### src/rtl/i2c_init_seq.sv
// Table-driven I2C init sequencer: fetches 26-bit commands from a ROM port and
// drives an i2c_master with writes, read-back verifies and timed delays.
module i2c_init_seq #(
  parameter logic [6:0]  CHIP_ADDR   = 7'h39,
  parameter int unsigned CMD_COUNT   = 32,
  parameter int unsigned IDX_W       = 8,
  parameter int unsigned MAX_RETRIES = 3,
  parameter int unsigned DELAY_UNIT  = 1000
) (
  input  logic             clk,
  input  logic             reset,
  input  logic             start,
  output logic [IDX_W-1:0] cmd_addr,
  input  logic [25:0]      cmd_data,
  output logic [6:0]       i2c_chip_addr,
  output logic [7:0]       i2c_reg_addr,
  output logic [7:0]       i2c_wdata,
  output logic             i2c_write_en,
  output logic             i2c_read_en,
  input  logic [7:0]       i2c_rdata,
  input  logic             i2c_done,
  input  logic [2:0]       i2c_status,
  output logic             busy,
  output logic             done,
  output logic             error,
  output logic [IDX_W-1:0] err_index,
  output logic [1:0]       err_code
);

  localparam int unsigned UNIT_W  = (DELAY_UNIT > 1) ? $clog2(DELAY_UNIT) : 1;
  localparam int unsigned RETRY_W = 4;
  localparam logic [IDX_W-1:0]   LAST_IDX    = IDX_W'(CMD_COUNT - 1);
  localparam logic [UNIT_W-1:0]  UNIT_RELOAD = UNIT_W'(DELAY_UNIT - 1);
  localparam logic [RETRY_W-1:0] RETRY_LIMIT = RETRY_W'(MAX_RETRIES);

  typedef enum logic [2:0] {
    S_IDLE, S_FETCH, S_DECODE, S_ISSUE, S_WAIT, S_DELAY, S_DONE, S_ERROR
  } state_t;

  typedef enum logic [1:0] {OP_WRITE, OP_VERIFY, OP_DELAY, OP_END} op_t;

  state_t             state_q, state_d;
  op_t                op_q, op_d;
  logic [IDX_W-1:0]   index_q, index_d;
  logic [RETRY_W-1:0] retry_q, retry_d;
  logic [7:0]         mask_q, mask_d;
  logic [15:0]        tick_q, tick_d;
  logic [UNIT_W-1:0]  unit_q, unit_d;

  logic [IDX_W-1:0]   cmd_addr_d, err_index_d;
  logic [7:0]         reg_addr_d, wdata_d;
  logic               write_en_d, read_en_d, busy_d, done_d, error_d;
  logic [1:0]         err_code_d;
  logic               adv, fail;
  logic [1:0]         fail_code;

  assign i2c_chip_addr = CHIP_ADDR;

  // State and registered outputs
  always_ff @(posedge clk or posedge reset) begin
    if (reset) begin
      state_q      <= S_IDLE;
      op_q         <= OP_WRITE;
      index_q      <= '0;
      retry_q      <= '0;
      mask_q       <= '0;
      tick_q       <= '0;
      unit_q       <= '0;
      cmd_addr     <= '0;
      i2c_reg_addr <= '0;
      i2c_wdata    <= '0;
      i2c_write_en <= 1'b0;
      i2c_read_en  <= 1'b0;
      busy         <= 1'b0;
      done         <= 1'b0;
      error        <= 1'b0;
      err_index    <= '0;
      err_code     <= '0;
    end else begin
      state_q      <= state_d;
      op_q         <= op_d;
      index_q      <= index_d;
      retry_q      <= retry_d;
      mask_q       <= mask_d;
      tick_q       <= tick_d;
      unit_q       <= unit_d;
      cmd_addr     <= cmd_addr_d;
      i2c_reg_addr <= reg_addr_d;
      i2c_wdata    <= wdata_d;
      i2c_write_en <= write_en_d;
      i2c_read_en  <= read_en_d;
      busy         <= busy_d;
      done         <= done_d;
      error        <= error_d;
      err_index    <= err_index_d;
      err_code     <= err_code_d;
    end
  end

  // Next-state and next-output logic
  always_comb begin
    state_d     = state_q;
    op_d        = op_q;
    index_d     = index_q;
    retry_d     = retry_q;
    mask_d      = mask_q;
    tick_d      = tick_q;
    unit_d      = unit_q;
    cmd_addr_d  = cmd_addr;
    reg_addr_d  = i2c_reg_addr;
    wdata_d     = i2c_wdata;
    write_en_d  = 1'b0;
    read_en_d   = 1'b0;
    busy_d      = busy;
    done_d      = done;
    error_d     = error;
    err_index_d = err_index;
    err_code_d  = err_code;
    adv         = 1'b0;
    fail        = 1'b0;
    fail_code   = 2'd0;

    case (state_q)
      S_IDLE, S_DONE, S_ERROR: begin
        if (start) begin
          state_d    = S_FETCH;
          index_d    = '0;
          retry_d    = '0;
          cmd_addr_d = '0;
          busy_d     = 1'b1;
          done_d     = 1'b0;
          error_d    = 1'b0;
          err_code_d = 2'd0;
        end
      end
      S_FETCH: state_d = S_DECODE;
      S_DECODE: begin
        op_d   = op_t'(cmd_data[25:24]);
        mask_d = cmd_data[7:0];
        case (op_t'(cmd_data[25:24]))
          OP_WRITE, OP_VERIFY: begin
            reg_addr_d = cmd_data[23:16];
            wdata_d    = cmd_data[15:8];
            write_en_d = (cmd_data[25:24] == 2'd0);
            read_en_d  = (cmd_data[25:24] == 2'd1);
            state_d    = S_ISSUE;
          end
          OP_DELAY: begin
            if (cmd_data[15:0] != 16'd0) begin
              tick_d  = cmd_data[15:0] - 16'd1;
              unit_d  = UNIT_RELOAD;
              state_d = S_DELAY;
            end else begin
              adv = 1'b1;
            end
          end
          default: begin
            state_d = S_DONE;
            done_d  = 1'b1;
            busy_d  = 1'b0;
          end
        endcase
      end
      S_ISSUE: state_d = S_WAIT;
      S_WAIT: begin
        if (i2c_done) begin
          if (i2c_status != 3'd0) begin
            if (retry_q != RETRY_LIMIT) begin
              retry_d    = retry_q + RETRY_W'(1);
              write_en_d = (op_q == OP_WRITE);
              read_en_d  = (op_q == OP_VERIFY);
              state_d    = S_ISSUE;
            end else begin
              fail      = 1'b1;
              fail_code = 2'd1;
            end
          end else if (op_q == OP_VERIFY &&
                       (i2c_rdata & mask_q) != (i2c_wdata & mask_q)) begin
            fail      = 1'b1;
            fail_code = 2'd2;
          end else begin
            adv = 1'b1;
          end
        end
      end
      S_DELAY: begin
        // Two-level countdown: unit cycles per tick, tick count from the command
        if (unit_q != '0) begin
          unit_d = unit_q - UNIT_W'(1);
        end else if (tick_q != 16'd0) begin
          tick_d = tick_q - 16'd1;
          unit_d = UNIT_RELOAD;
        end else begin
          adv = 1'b1;
        end
      end
      default: state_d = S_IDLE;
    endcase

    if (adv) begin
      retry_d = '0;
      if (index_q == LAST_IDX) begin
        state_d = S_DONE;
        done_d  = 1'b1;
        busy_d  = 1'b0;
      end else begin
        index_d    = index_q + IDX_W'(1);
        cmd_addr_d = index_q + IDX_W'(1);
        state_d    = S_FETCH;
      end
    end

    if (fail) begin
      state_d     = S_ERROR;
      error_d     = 1'b1;
      busy_d      = 1'b0;
      err_index_d = index_q;
      err_code_d  = fail_code;
    end
  end

endmodule

### config.mk
export PLATFORM = sky130hd
export DESIGN_NAME = i2c_init_seq
export DESIGN_NICKNAME = d
export VERILOG_FILES = /design/src/rtl/i2c_init_seq.sv
export SDC_FILE = /design/constraint.sdc
export NUM_CORES = 1
export LEC_CHECK = 0
export BUFFER_PORTS_ARGS = -buffer_cell sky130_fd_sc_hd__buf_2
export CORE_ASPECT_RATIO = 0.75
export CORE_MARGIN = 5
export CORE_UTILIZATION = 35
export CTS_CLUSTER_DIAMETER = 100
export DETAILED_ROUTE_END_ITERATION = 8
export MAX_ROUTING_LAYER = met4
export PLACE_DENSITY = 0.56
export RECOVER_POWER = 25
export SYNTH_ARGS = -nofsm -noshare
export SYNTH_HDL_FRONTEND = slang
export SYNTH_SLANG_ARGS = --single-unit
### constraint.sdc
create_clock -name clk -period 4.3 [get_ports clk]
set_clock_uncertainty 0.15 [all_clocks]
set_input_delay 0.86 -clock clk [delete_from_list [all_inputs] [get_ports clk]]
set_output_delay 0.86 -clock clk [all_outputs]
set_load 0.01 [all_outputs]
[Yosys cells after proc, flatten, opt, wreduce, memory -nomap -nowiden]
Cells that the tools add are included.
Operators by class
  equal/unequal tests: 27
  reduce and logical (&&, ||, !) cells: 22
  add/subtract/negate cells: 5
  bitwise operators: 2
  mux-type cells: 79
Operators by type and width (number)
  16-bit 2-to-1 mux: 4
  8-bit 2-to-1 mux: 8
  10-bit 2-to-1 mux: 4
  1-bit 2-to-1 mux: 33
  16-bit case mux with 2 select lines: 1
  16-bit nonzero test: 2
  16-bit by 1-bit subtractor with 16-bit output, second input constant: 2
  3-bit 2-to-1 mux: 8
  4-bit 2-to-1 mux: 5
  10-bit case mux with 2 select lines: 1
  8-bit AND: 2
  4-bit != test, second input constant: 4
  3-bit != test, second input constant: 5
  3-bit case mux with 5 select lines: 1
  2-bit 2-to-1 mux: 7
  3-bit equality test, second input constant: 4
  5-bit AND reduction: 2
  10-bit nonzero test: 1
  10-bit by 1-bit subtractor with 10-bit output, second input constant: 1
  8-bit by 1-bit adder with 8-bit output, second input constant: 1
  8-bit by 5-bit equality test with 1-bit output, second input constant: 1
  2-bit != test, second input constant: 4
  8-bit != test: 1
  1-bit case mux with 2 select lines: 4
  21 further kinds: 29
Storage, ports and cells
  word-level logic and storage cells: 152
  output and inout bits: 46
  input bits: 41
  register bits: 90

[Logic depth before layout (Yosys ltp)]
Gate-level depths: netlist of the first run.
  depth after elaboration: 9
  gate-level depth with buffers: 13
  depth with buffers taken out: 9

[Worst setup path after synthesis of the first run]
No wires, ideal clock.
  path kind: register -> register
  from: reg state_q[1]
  to: reg tick_q[12]
  period minus slack after synthesis: 3.366 ns
  stages on the path, launching flop included: 14
  slack: 0.934 ns
  data required time: 4.021 ns
  data arrival time: 3.088 ns
  cells stage by stage: dfrtp_1 > and3b_1 > clkbuf_1 > buf_6 > buf_6 > clkbuf_1 > mux2i_1 > ha_1 > or2b_1 > or4_1 > and2_4 > o21bai_4 > nor4_2 > a211oi_1
On the way
  cells in the longest elaborated chain, start to end: 3
  elaborated cells on any way between the ends: 9
  classes of those cells: eq/ne (6); mux (1); reduce/logical (2)
Ends and longest elaborated chain
  start: declaration: RTL line 42  | state_t state_q, state_d;
  start signal: assignment: RTL line 80  | state_q <= state_d;
  3-bit equality test / 3-bit by 2-bit equality test with 1-bit output (equally long branches): RTL line 123  | case (state_q)
  2-bit != test (no source line) / 2-bit nonzero test (equally long branches)
  5-bit AND reduction (no source line)
  end signal: assignment: RTL line 85  | tick_q <= tick_d;
  end: declaration: RTL line 47  | logic [15:0] tick_q, tick_d;
Several ways; a longest one is shown, not always the timed one.
A chain may end at the register's enable or synchronous reset.

[Worst setup path after layout of the first run]
  from: reg state_q[0]
  to: reg tick_q[12]
Same word-level chain as after synthesis.

==> impl_metrics.py, run 1 <==
metrics = {
    "cts": {
        "holdBufCountCts": 0,
        "post_cts_buffers": 0,
        "clkTransAtPathRegs_ns": 0.07,
        "clk_latency_ns": 0.35,
        "ctsResizeCount": 0,
        "clockBufferDepth": 2,
        "cts_root_buf": "clkbuf_16",
        "clock-sinks": 90,
        "cts_tree": "done",
        "htreeDepth": 3,
        "numCtsBuffers": 9,
    },
    "outcome": {
        "violations": "max-capacitance violations, max-slew violations",
        "status": "finished with violations",
    },
    "logic_synthesis": {
        "synthesis.area_mm2": 0.005075,
        "seq_area_frac_synth_pct": 44.38,
        "yosysTopAreaCellShare_pct": 44.38,
        "synth_top_area_cell": "dfrtp_1",
        "yosysWarnings": 0,
        "synth_ff_type": "dfrtp_1",
        "ys_types": 68,
        "synth_edf_count": 0,
        "yosys-top-cells-area": "dfrtp_1, mux2_2, nor2_1",
        "ys_async_sr_fraction_pct": 100.0,
        "synth_seq_cells": 90,
        "syn-instance-count": 499,
        "syn_area_per_cell_um2": 10.17,
    },
    "global_routing": {
        "grt_pass1_vias": 4223,
        "grt_max_degree": 56,
        "grt_usage_pct": 17.19,
        "antenna_found_initial": 0,
        "gr-total-overflow": 0,
        "grt_pass1_wl_mm": 22.56,
    },
    "place": {
        "place_inst": 764,
        "place.gp.congestion": 0.8811,
        "io_buffers": 79,
        "hpwl_mm": 10.08,
    },
    "power": {
        "netSwitchingPower_w": 0.001256,
        "pwr-share-clk_pct": 25.4,
        "p_leak_nw": 2.580,
        "seqPwrFrac_pct": 40.9,
        "powerDensity_mw_per_mm2": 573.9,
        "sw_frac_of_total_pct": 36.86,
        "combPwrFrac_pct": 33.8,
        "power.internal_w": 0.002152,
        "ir_drop_mv": 0.3373,
    },
    "worst_setup_path": {
        "r2r-start": "state_q[0]",
        "timing.rr.end": "tick_q[12]",
        "reg2reg_setup_slack_ns": 1.16,
        "crit_buf_inv": 0,
        "critPathMaxStageDelay_ns": 0.58,
        "worstSetupPathType": "flop to flop",
        "cp.arrival_ns": 3.22,
        "r2r_cells": 9,
        "worstPathRequired_ns": 4.38,
        "crit_path_end_kind": "flop",
        "cp_max_fo": 14,
        "startpoint_type": "flop",
        "crit_slowest_cell": "dfrtp_1",
        "path_cells": "and3b_1 > mux2i_1 > ha_1 > or2b_1 > or4_1 > and2_4 > o21bai_4 > nor4_2 > a211oi_1",
        "cpLargestDelayFamily": "simple AND/OR/NAND/NOR gates",
    },
    "timing": {
        "setup_viol_count_final": 0,
        "slew_viol_final": 36,
        "worst-slew-pin-transition_ns": 1.931,
        "min_period_ns": 3.142,
        "hold_viol": 0,
        "setup_tns_ns": 0,
        "grt_setup_unrepaired": "no",
        "slew_headroom_pct": -28.72,
        "whs_ns": 0.3392,
        "fin_crit_sh_pct": 73.06,
        "max_freq_ghz": 0.3183,
    },
    "die": {
        "die_w_um": 149.0,
        "core_area_mm2": 0.01436,
        "rows": 38,
        "die_area_mm2": 0.01703,
        "initial_core_util_pct": 35.34,
        "io_pins": 87,
        "die_h_um": 114.3,
    },
    "layout": {
        "stdcell_count": 780,
        "nets": 621,
        "area_delta_synth_final_pct": 17.04,
        "final_cell_mix": "dfrtp_1, buf_2, nor2_1, mux2_2, nor3_1",
        "final_common_cell": "dfrtp_1",
        "n_antenna_cell": 0,
        "drive_gt1_share_pct": 27.76,
    },
    "routing": {
        "drtAntennaViolNets": 0,
        "firstDrtPassIters": 5,
        "drc_errors": 0,
        "vias_per_cell": 5.460,
        "dr_total_vias": 4259,
        "drt-initial-drc-count": 282,
        "wire_per_inst_um": 17.48,
        "wl_mm": 13.63,
    },
    "hold_path": {
        "hold_path_depth": 2,
        "hold_end": "error",
        "hold_class": "flop to flop",
        "hold_start": "error",
    },
    "run": {
        "cap_violations": 1,
    },
}
[area by class of cell]
type / count / area [um^2]
Fill cell: 1438 / 8419
Multi-Input combinational cell: 380 / 2633
Sequential cell: 90 / 2252
Timing Repair Buffer: 88 / 456.7
Tap cell: 200 / 250.2
Clock buffer: 9 / 225.2
Clock inverter: 7 / 98.84
Inverter: 6 / 23.77
[flip-flops by register name (all words and copies together) (netlist names), 2 cells and up]
name	cells
i2c_wdata	8
err_code	2
mask_q	8
index_q	8
tick_q	16
err_index	8
op_q	2
state_q	3
cmd_addr	8
retry_q	4
unit_q	10
i2c_reg_addr	8
[synthesized netlist by cell type (all sizes together), types with 3 or more instances]
| library cell | number |
|---|---|
| o21ai | 21 |
| a211oi | 5 |
| xnor2 | 6 |
| mux2i | 9 |
| and3 | 5 |
| o2bb2ai | 6 |
| nand4 | 4 |
| o31ai | 4 |
| nor2b | 6 |
| a31o | 3 |
| nor3 | 32 |
| or4 | 13 |
| nand2b | 3 |
| or3 | 10 |
| a22o | 12 |
| a22oi | 5 |
| mux2 | 35 |
| or2b | 3 |
| nor4 | 13 |
| clkbuf | 8 |
| a21oi | 17 |
| o22ai | 7 |
| nand3 | 14 |
| a41oi | 3 |
| nand2 | 30 |
| nor2 | 42 |
| inv | 6 |
| a31oi | 5 |
| ha | 5 |
| buf | 19 |
| xor2 | 12 |
| o211ai | 7 |
| dfrtp | 90 |
| and2 | 7 |
| nor3b | 6 |
[worst max path at each step]
stage,start,end,depth (start not counted)
final,state_q[0],tick_q[12],9
after CTS,state_q[0],tick_q[12],9
after global routing,state_q[0],tick_q[12],9
after detailed placement,cmd_data[3],tick_q[5],7
after floorplan,state_q[1],tick_q[12],13
after global placement,cmd_data[3],tick_q[6],7
[power by group through the flow]
stage,logic [W],clock network [W],registers [W]
after CTS,0.00115,0.000888,0.00139
after global routing,0.00128,0.000918,0.00144
after global placement,0.00113,0,0.00139
final,0.00115,0.000865,0.00139
after floorplan,0.000853,0,0.00135
after detailed placement,0.00115,0,0.00140
[metal layers]
layer,wire length [um],global-route usage [%],share of wire (%),up-vias
met5,0,-,0,-
met4,97,4.024,0.71,0
met3,835,3.799,6.1,9
met2,5909,23.89,43,147
met1,6789,25.47,50,2096
li1,-,-,-,2007
[kinds of logic (layout without fill, tap and decap cells)]
group                    Yosys count  after routing  synth area share [%]
flip-flops                        90             90                 44.38
other                              2              7                0.1480
AO/OA/AOI/OAI                    109            109                 15.73
buffers and inverters             34            110                 4.117
AND/OR/NAND/NOR                  197            197                 21.75
multiplexers                      44             44                 9.542
XOR/XNOR                          18             18                 3.106
adder cells (fa/ha/maj)            5              5                 1.233
[tightest hold or removal path: cells and delay by family (launching register included)]
kind,cells,cell delay [ns]
and+or+nand+nor,2,0.11
DFF,1,0.34
[through the flow]
| stage | instance area, um^2 | worst slack, ns | total power (W) | utilization [%] |
|---|---|---|---|---|
| after global routing | 5939 | 1.014 | 0.003636 | 41.36 |
| final | 5939 | 1.158 | 0.003409 | 41.36 |
| after detailed placement | 5622 | 0.8753 | 0.002554 | 39.15 |
| after floorplan | 5094 | 0.9335 | 0.002200 | - |
| after CTS | 5946 | 1.170 | 0.003434 | 41.41 |
| after global placement | 5622 | 0.9262 | 0.002520 | 39.15 |
Power figures use the tool's default switching activity.
==> run 2: changes to the inputs <==
Clock period 4.3 ns to 3.1 ns, I/O delays scaled along.
==> run 2 against run 1 <==
  * The run now ends clean
  * Clock power is 16% higher
  * Total power is 35% higher
  * Worst setup slack worse by 0.97 ns
  * Final cell count is 1.0% higher
  * Sequential share of layout area is 0.14 points lower
  * Global-route usage is 0.26 points higher
  * Final area is 0.38% higher
  * Flip-flop and latch count stayed put
  * Utilization is 0.16 points higher
  * Non-clock buffer count is 8 higher
  * Worst hold slack worse by 0.063 ns
  * Largest cell class unchanged
  * Largest power group unchanged
==> impl_metrics.py, run 2 (synthesis gave the netlist of run 1 again) <==
metrics = {
    "outcome": {
        "status": "completed",
    },
    "global_routing": {
        "gr-total-overflow": 0,
        "grt_usage_pct": 17.44,
        "grt_max_degree": 48,
        "antenna_found_initial": 0,
        "grt_pass1_wl_mm": 22.76,
        "grt_pass1_vias": 4263,
    },
    "layout": {
        "largest_reg_flops": 16,
        "layout.area.seq_mm2": 0.002252,
        "fin_util_pct": 41.52,
        "n_antenna_cell": 0,
        "final_cell_mix": "dfrtp_1, buf_2, nor2_1, mux2_2, nor3_1",
        "final_common_cell": "dfrtp_1",
        "area_delta_synth_final_pct": 17.48,
        "nets": 629,
        "largestRegisters": "tick_q (16), unit_q (10)",
        "multiInputGateArea_mm2": 0.002639,
        "regMostFlops": "tick_q",
        "drive_gt1_share_pct": 28.91,
        "fillCellCount": 1455,
    },
    "power": {
        "powerDensity_mw_per_mm2": 770.9,
        "ir_drop_mv": 0.5196,
        "p_leak_nw": 2.602,
        "netSwitchingPower_w": 0.001729,
        "combPwrFrac_pct": 37.4,
        "power.internal_w": 0.002867,
        "seqPwrFrac_pct": 40.8,
        "sw_frac_of_total_pct": 37.62,
        "total_power_w": 0.004596,
        "pwr-share-clk_pct": 21.8,
    },
    "die": {
        "die_h_um": 114.3,
        "io_pins": 87,
        "die_w_um": 149.0,
        "rows": 38,
        "die_area_mm2": 0.01703,
        "core_area_mm2": 0.01436,
        "initial_core_util_pct": 35.34,
    },
    "timing": {
        "worst-slew-pin-transition_ns": 1.223,
        "fin_crit_sh_pct": 94.01,
        "hold_viol": 0,
        "max_freq_ghz": 0.3431,
        "min_period_ns": 2.914,
        "slew_headroom_pct": 18.45,
        "grt_setup_unrepaired": "no",
        "setup_viol_count_final": 0,
        "slew_viol_final": 0,
    },
    "routing": {
        "firstDrtPassIters": 4,
        "wire_per_inst_um": 17.63,
        "drtAntennaViolNets": 0,
        "dr_total_vias": 4236,
        "drc_errors": 0,
        "vias_per_cell": 5.376,
        "wl_mm": 13.90,
        "drt-initial-drc-count": 273,
    },
    "cts": {
        "numCtsBuffers": 9,
        "htreeDepth": 3,
        "clk_latency_ns": 0.35,
        "ctsResizeCount": 0,
        "clkTransAtPathRegs_ns": 0.06,
        "holdBufCountCts": 0,
        "clockBufferDepth": 2,
        "clock-sinks": 90,
        "post_cts_buffers": 0,
        "cts_root_buf": "clkbuf_16",
        "cts_tree": "done",
    },
    "worst_setup_path": {
        "worstSetupPathType": "flop to flop",
        "cp_max_fo": 6,
        "worstPathRequired_ns": 3.18,
        "crit_path_end_kind": "flop",
        "startpoint_type": "flop",
        "cp.arrival_ns": 3.00,
    },
    "place": {
        "place.gp.congestion": 0.8534,
        "hpwl_mm": 10.42,
        "io_buffers": 79,
    },
    "run": {
        "cap_violations": 0,
    },
    "hold_path": {
        "hold_class": "primary input to async pin",
    },
}
-- run 2: layout make-up --
type | count | share of cell area (%)
multi-input combinational | 380 | 44.26
inverter | 6 | 0.3987
clock inverter | 5 | 0.5247
clock buffer | 11 | 3.903
timing repair buffer | 96 | 8.940
tap | 200 | 4.197
sequential | 90 | 37.78
-- run 2: power by group through the flow --
stage	logic, W	clock network, W	registers [W]
CTS	0.00173	0.00104	0.00188
finish	0.00172	0.00100	0.00187
detailed placement	0.00173	0	0.00189
global placement	0.00169	0	0.00188
floorplan	0.00120	0	0.00187
global route	0.00191	0.00108	0.00193
-- run 2: per-layer routing --
layer  share of wire [%]  track usage, %  up-vias
met2                  42           24.25      144
met4                 1.3           4.512        0
met5                   0               -        -
li1                    -               -     2027
met3                 7.7           4.393       19
met1                  49           25.32     2046
-- run 2: final timing paths --
kind                                  from  slack, ns  depth (start not counted)           end
worst max-delay path            state_q[1]       0.19                          9    tick_q[14]
worst min-delay path                 reset       0.28                          2  i2c_write_en
worst max register to register  state_q[1]       0.19                          9    tick_q[14]
worst min register to register       error       0.32                          2         error
max in group asynchronous            reset       0.86                          3    tick_q[10]
min in group clk                     error       0.32                          2         error
-- run 2: critical path, stage by stage, from the launching register on --
cell,delay [ns]
dfrtp_1,0.38
and3b_1,0.36
mux2i_1,0.30
ha_2,0.28
or2b_1,0.24
or4_4,0.43
a2bb2oi_2,0.24
mux2i_1,0.22
nand2_1,0.07
o2bb2ai_1,0.13
-- run 2: stage by stage --
stage	hold slack (ns)	area, um^2	instances	setup slack [ns]	setup TNS (ns)
6_report	0.2766	5962	788	0.1856	0
5_1_grt	0.3459	5962	788	0.01314	0
4_1_cts	0.1611	5979	788	0.1422	0
3_5_place_dp	0.3108	5715	772	0.07911	0
3_3_place_gp	0.3114	5715	772	0.1868	0
2_1_floorplan	0.3170	5115	504	-0.006014	-0.006014
